`src/rtl/rr_arbiter_4.sv`:
```
// Four-requester round-robin arbiter with a bounded grant tenure.
// One grant is held at a time. A release always costs one idle cycle, and the
// priority pointer then moves to the slot after the previous holder.
module rr_arbiter_4 #(
  parameter int unsigned HOLD_MAX = 8
) (
  input  logic       clk,
  input  logic       rst,
  input  logic       ena,
  input  logic [3:0] req,
  input  logic       done,
  output logic [3:0] grant,
  output logic [1:0] grant_id,
  output logic       valid
);

  typedef enum logic {StIdle, StBusy} state_e;

  localparam logic [3:0] CntLast = 4'(HOLD_MAX - 1);

  state_e     state_q, state_d;
  logic [1:0] ptr_q, ptr_d;
  logic [3:0] cnt_q, cnt_d;
  logic [1:0] gid_q, gid_d;
  logic [3:0] grant_q, grant_d;
  logic       valid_q, valid_d;
  // Cleared by reset; the first edge after reset only arms arbitration.
  logic       armed_q, armed_d;

  logic [1:0] sel;
  logic [1:0] idx;
  logic       found;
  logic       release_now;

  // Rotating priority search starting at ptr_q.
  always_comb begin
    sel   = ptr_q;
    idx   = ptr_q;
    found = 1'b0;
    for (int k = 0; k < 4; k++) begin
      idx = ptr_q + 2'(k);
      if (!found && req[idx]) begin
        found = 1'b1;
        sel   = idx;
      end
    end
  end

  // Any release cause ends the tenure; simultaneous causes collapse into one.
  always_comb begin
    release_now = done | ~req[gid_q] | ~ena | (cnt_q == CntLast);
  end

  // Next-state logic for the FSM, pointer, tenure counter and outputs.
  always_comb begin
    state_d = state_q;
    ptr_d   = ptr_q;
    cnt_d   = cnt_q;
    gid_d   = gid_q;
    grant_d = grant_q;
    valid_d = valid_q;
    armed_d = 1'b1;
    unique case (state_q)
      StIdle: begin
        grant_d = 4'b0000;
        valid_d = 1'b0;
        cnt_d   = 4'd0;
        if (armed_q && ena && found) begin
          state_d = StBusy;
          gid_d   = sel;
          grant_d = 4'b0001 << sel;
          valid_d = 1'b1;
        end
      end
      StBusy: begin
        if (release_now) begin
          state_d = StIdle;
          grant_d = 4'b0000;
          valid_d = 1'b0;
          cnt_d   = 4'd0;
          ptr_d   = gid_q + 2'd1;
        end else begin
          cnt_d = cnt_q + 4'd1;
        end
      end
      default: begin
        state_d = StIdle;
        grant_d = 4'b0000;
        valid_d = 1'b0;
        cnt_d   = 4'd0;
      end
    endcase
  end

  // State registers with asynchronous reset.
  always_ff @(posedge clk or posedge rst) begin
    if (rst) begin
      state_q <= StIdle;
      ptr_q   <= 2'd0;
      cnt_q   <= 4'd0;
      gid_q   <= 2'd0;
      grant_q <= 4'b0000;
      valid_q <= 1'b0;
      armed_q <= 1'b0;
    end else begin
      state_q <= state_d;
      ptr_q   <= ptr_d;
      cnt_q   <= cnt_d;
      gid_q   <= gid_d;
      grant_q <= grant_d;
      valid_q <= valid_d;
      armed_q <= armed_d;
    end
  end

  assign grant    = grant_q;
  assign grant_id = gid_q;
  assign valid    = valid_q;

endmodule

```
`config.mk`:
```
export PLATFORM = sky130hd
export DESIGN_NAME = rr_arbiter_4
export DESIGN_NICKNAME = d
export VERILOG_FILES = /design/src/rtl/rr_arbiter_4.sv
export SDC_FILE = /design/constraint.sdc
export NUM_CORES = 1
export LEC_CHECK = 0
export BUFFER_PORTS_ARGS = -buffer_cell sky130_fd_sc_hd__buf_2
export CAP_MARGIN = 20
export CORE_MARGIN = 8
export CORE_UTILIZATION = 50
export DETAILED_ROUTE_END_ITERATION = 10
export GPL_ROUTABILITY_DRIVEN = 0
export PLACE_DENSITY = 0.74
export REMOVE_ABC_BUFFERS = 1
export SETUP_SLACK_MARGIN = 0.2
export SYNTH_ARGS = -nofsm -noshare
export SYNTH_HDL_FRONTEND = slang
export SYNTH_SLANG_ARGS = --single-unit
```
`constraint.sdc`:
```
create_clock -name clk -period 3.05 [get_ports clk]
set_input_delay 0.305 -clock clk [delete_from_list [all_inputs] [get_ports clk]]
set_output_delay 0.305 -clock clk [all_outputs]
set_load 0.005 [all_outputs]
```
==> flow_metrics.py <==
metrics = {
    "routing": {
        "drc_errors": 0,
        "drt-initial-drc-count": 11,
        "drtAntennaViolNets": 0,
        "wl_um": 1493,
        "dr.pass1.iters": 4,
        "wire_per_inst_um": 14.93,
        "viasPerCell": 5.730,
        "via_count": 573,
    },
    "clocking": {
        "h-tree-depth": 1,
        "cts_buffers": 3,
        "cts_sinks": 15,
        "ctsHoldBuffers": 0,
        "clk_latency_ns": 0.28,
        "cts_setup_buffers": 0,
        "clock_path_buffers": 2,
        "cts_resized": 0,
        "clk_pin_slew_worst_paths_ns": 0.09,
        "cts_tree": "built",
        "cts_root_buffer": "clkbuf_4",
    },
    "synth": {
        "synth_warnings": 0,
        "netlist_area_um2": 763.2,
        "ys_ff_latch": 15,
        "ys_seq_area_frac": 0.4918,
        "avgSynthCellArea_um2": 11.56,
        "netlist_instances": 66,
        "synth_cell_types": 35,
    },
    "layout": {
        "drive_gt1_frac": 0.3214,
        "areaGrowthSynthToFinish_pct": 15.25,
        "finalCoreUtilization": 0.5978,
        "antenna_cells": 0,
        "nNetsFinal": 94,
        "multi_input_area_um2": 369.1,
        "final_common_cell": "dfrtp_1",
        "ff_latch_area_um2": 375.4,
        "num-fill-cells": 128,
        "final_cell_mix": "dfrtp_1 (15), buf_2 (14), inv_1 (5)",
    },
    "worst_setup_path": {
        "worst_ep_required_time_ns": 3.22,
        "crit_type": "flop to flop",
        "start_kind": "flop",
        "critPathSlowestCell": "mux4_2",
        "path_buf_inv": 0,
        "path_cells": "mux4_2 -> o2111ai_4 -> nor2_2 -> a22o_1",
        "crit_path_end_kind": "flop",
        "max_stage_delay_ns": 0.57,
        "cp_max_fo": 5,
        "crit_family": "multiplexers",
        "worstPathArrival_ns": 1.79,
    },
    "floorplan": {
        "die_h_um": 55.07,
        "die-width_um": 55.07,
        "start_util": 0.5187,
        "design.core.area_um2": 1471,
        "std_cell_rows": 14,
        "io_pins": 15,
        "die_area_um2": 3033,
    },
    "global_routing": {
        "grt_use_met1": 0.1487,
        "gr-usage-met3": 0.04813,
        "overflow": 0,
        "grt_max_degree": 16,
        "antenna_found_initial": 0,
        "top_usage_layer": "met2",
        "grt_pass1_wl_um": 2628,
        "track_usage": 0.1181,
        "use_met2": 0.1810,
        "grt_pass1_vias": 570,
    },
    "sta": {
        "max_freq_ghz": 0.6174,
        "skew_ns": 0.005690,
        "holdWs_ns": 0.05631,
        "relSlewSlack": 0.6264,
        "fin_crit_ns": 1.620,
        "tightest_slew_ns": 0.5597,
        "fin_ws_ns": 1.430,
        "period_share": 0.5310,
        "hold_viol": 0,
        "slew_viol_final": 0,
        "final-setup-viol-count": 0,
        "setup_tns_ns": 0,
        "rsz0062_at_grt": "false",
    },
    "pwr": {
        "powerDensity_nw_per_um2": 619.3,
        "peakVddDrop_v": 0.0002771,
        "p_leak_nw": 0.4292,
    },
    "run_status": {
        "status": "completed",
    },
    "hold_path": {
        "hp-class": "input port to asynchronous set/reset pin",
    },
    "placed_design": {
        "dp_hpwl_um": 1150,
        "port_buffers": 14,
        "dp_slack_ns": 1.431,
    },
    "run": {
        "max-cap-violations": 0,
    },
}
[Yosys cell counts]
library cell	n	area share
nand3b_1	1	0.0098
or3_1	2	0.016
or2_4	1	0.011
dfrtp_1	15	0.49
o32ai_2	1	0.021
inv_1	5	0.025
and2_1	1	0.0082
a21oi_1	2	0.013
xnor2_1	2	0.023
a211oi_1	1	0.0098
o2bb2ai_1	1	0.011
o21a_1	1	0.0098
nor2b_1	3	0.025
a21o_1	2	0.020
and2b_1	1	0.0098
o21ai_0	1	0.0066
ha_1	1	0.016
nand3_1	1	0.0066
mux4_2	1	0.030
a32o_1	1	0.013
conb_1	1	0.0049
o31ai_1	2	0.020
and2_4	1	0.011
nor2_2	3	0.025
nor4_1	2	0.016
nand2_1	3	0.015
o21ba_1	1	0.013
xor2_1	1	0.011
mux2_2	1	0.015
a22o_1	1	0.011
nor3_1	1	0.0066
o31ai_2	1	0.016
o2111ai_4	1	0.034
nor2_1	2	0.0098
mux2i_1	1	0.013
[registers in the layout (all words and copies together), names as in the netlist]
name / count
cnt_q: 4
grant: 4
grant_id: 2
ptr_q: 2
armed_q: 1
state_q: 1
valid: 1
[metrics by stage]
stage                     cells  area (um2)  total power [mW]
final                       100       879.6            0.5447
after global routing        100       879.6            0.5869
after CTS                   100       879.6            0.5515
after detailed placement     96       853.3            0.4370
after global placement       96       853.3            0.4326
after floorplan              66       763.2            0.3817
[cell families (layout without fill, tap and decap cells)]
kind of cell / after synthesis / in the layout / share of synthesized area
buffers and inverters: 5 / 23 / 0.02459
multiplexers: 3 / 3 / 0.05737
XOR/XNOR: 3 / 3 / 0.03443
adder cells (fa/ha/maj): 1 / 1 / 0.01639
AND/OR/NAND/NOR: 22 / 22 / 0.1705
flip-flops: 15 / 15 / 0.4918
AO/OA/AOI/OAI: 16 / 16 / 0.2000
other: 1 / 1 / 0.004913
[worst paths after layout]
kind / startpoint / to / slack [ns] / depth (start not counted)
worst max-delay path: grant_id[0]$_DFFE_PP0P_ / grant[3]$_DFFE_PP0P_ / 1.43 / 4
worst min-delay path: rst / cnt_q[2]$_DFF_PP0_ / 0.06 / 2
worst max register to register: grant_id[0]$_DFFE_PP0P_ / grant[3]$_DFFE_PP0P_ / 1.43 / 4
worst min register to register: cnt_q[0]$_DFF_PP0_ / cnt_q[0]$_DFF_PP0_ / 0.47 / 1
max in group asynchronous: rst / valid$_DFFE_PP0P_ / 2.62 / 2
min in group clk: done / ptr_q[1]$_DFFE_PP0P_ / 0.44 / 5
[report_power, final]
part / total [mW] / leakage, nW / internal, mW / switching (mW)
registers: 0.274 / 0.195 / 0.232 / 0.0423
clock network: 0.113 / 0.0150 / 0.0508 / 0.0623
logic: 0.158 / 0.220 / 0.0818 / 0.0759
total: 0.545 / 0.429 / 0.364 / 0.181
[worst register-to-register path: stages (launching register included)]
cell       delay, ns
dfrtp_1         0.45
mux4_2          0.57
o2111ai_4       0.15
nor2_2          0.10
a22o_1          0.24
[layer usage]
metal	share of wire	wire length (um)
met2	0.48	718
met3	0.044	65
met4	0.013	19
met5	0	0
met1	0.46	690
[final cells by class]
| cell class | instances | area share |
|---|---|---|
| multi-input cells | 46 | 0.4196 |
| flip-flops and latches | 15 | 0.4267 |
| well taps | 16 | 0.02276 |
| repair buffers | 14 | 0.07966 |
| inverters | 5 | 0.02134 |
| clock buffers | 4 | 0.02987 |
No activity file was read; power rests on OpenSTA's default activity.
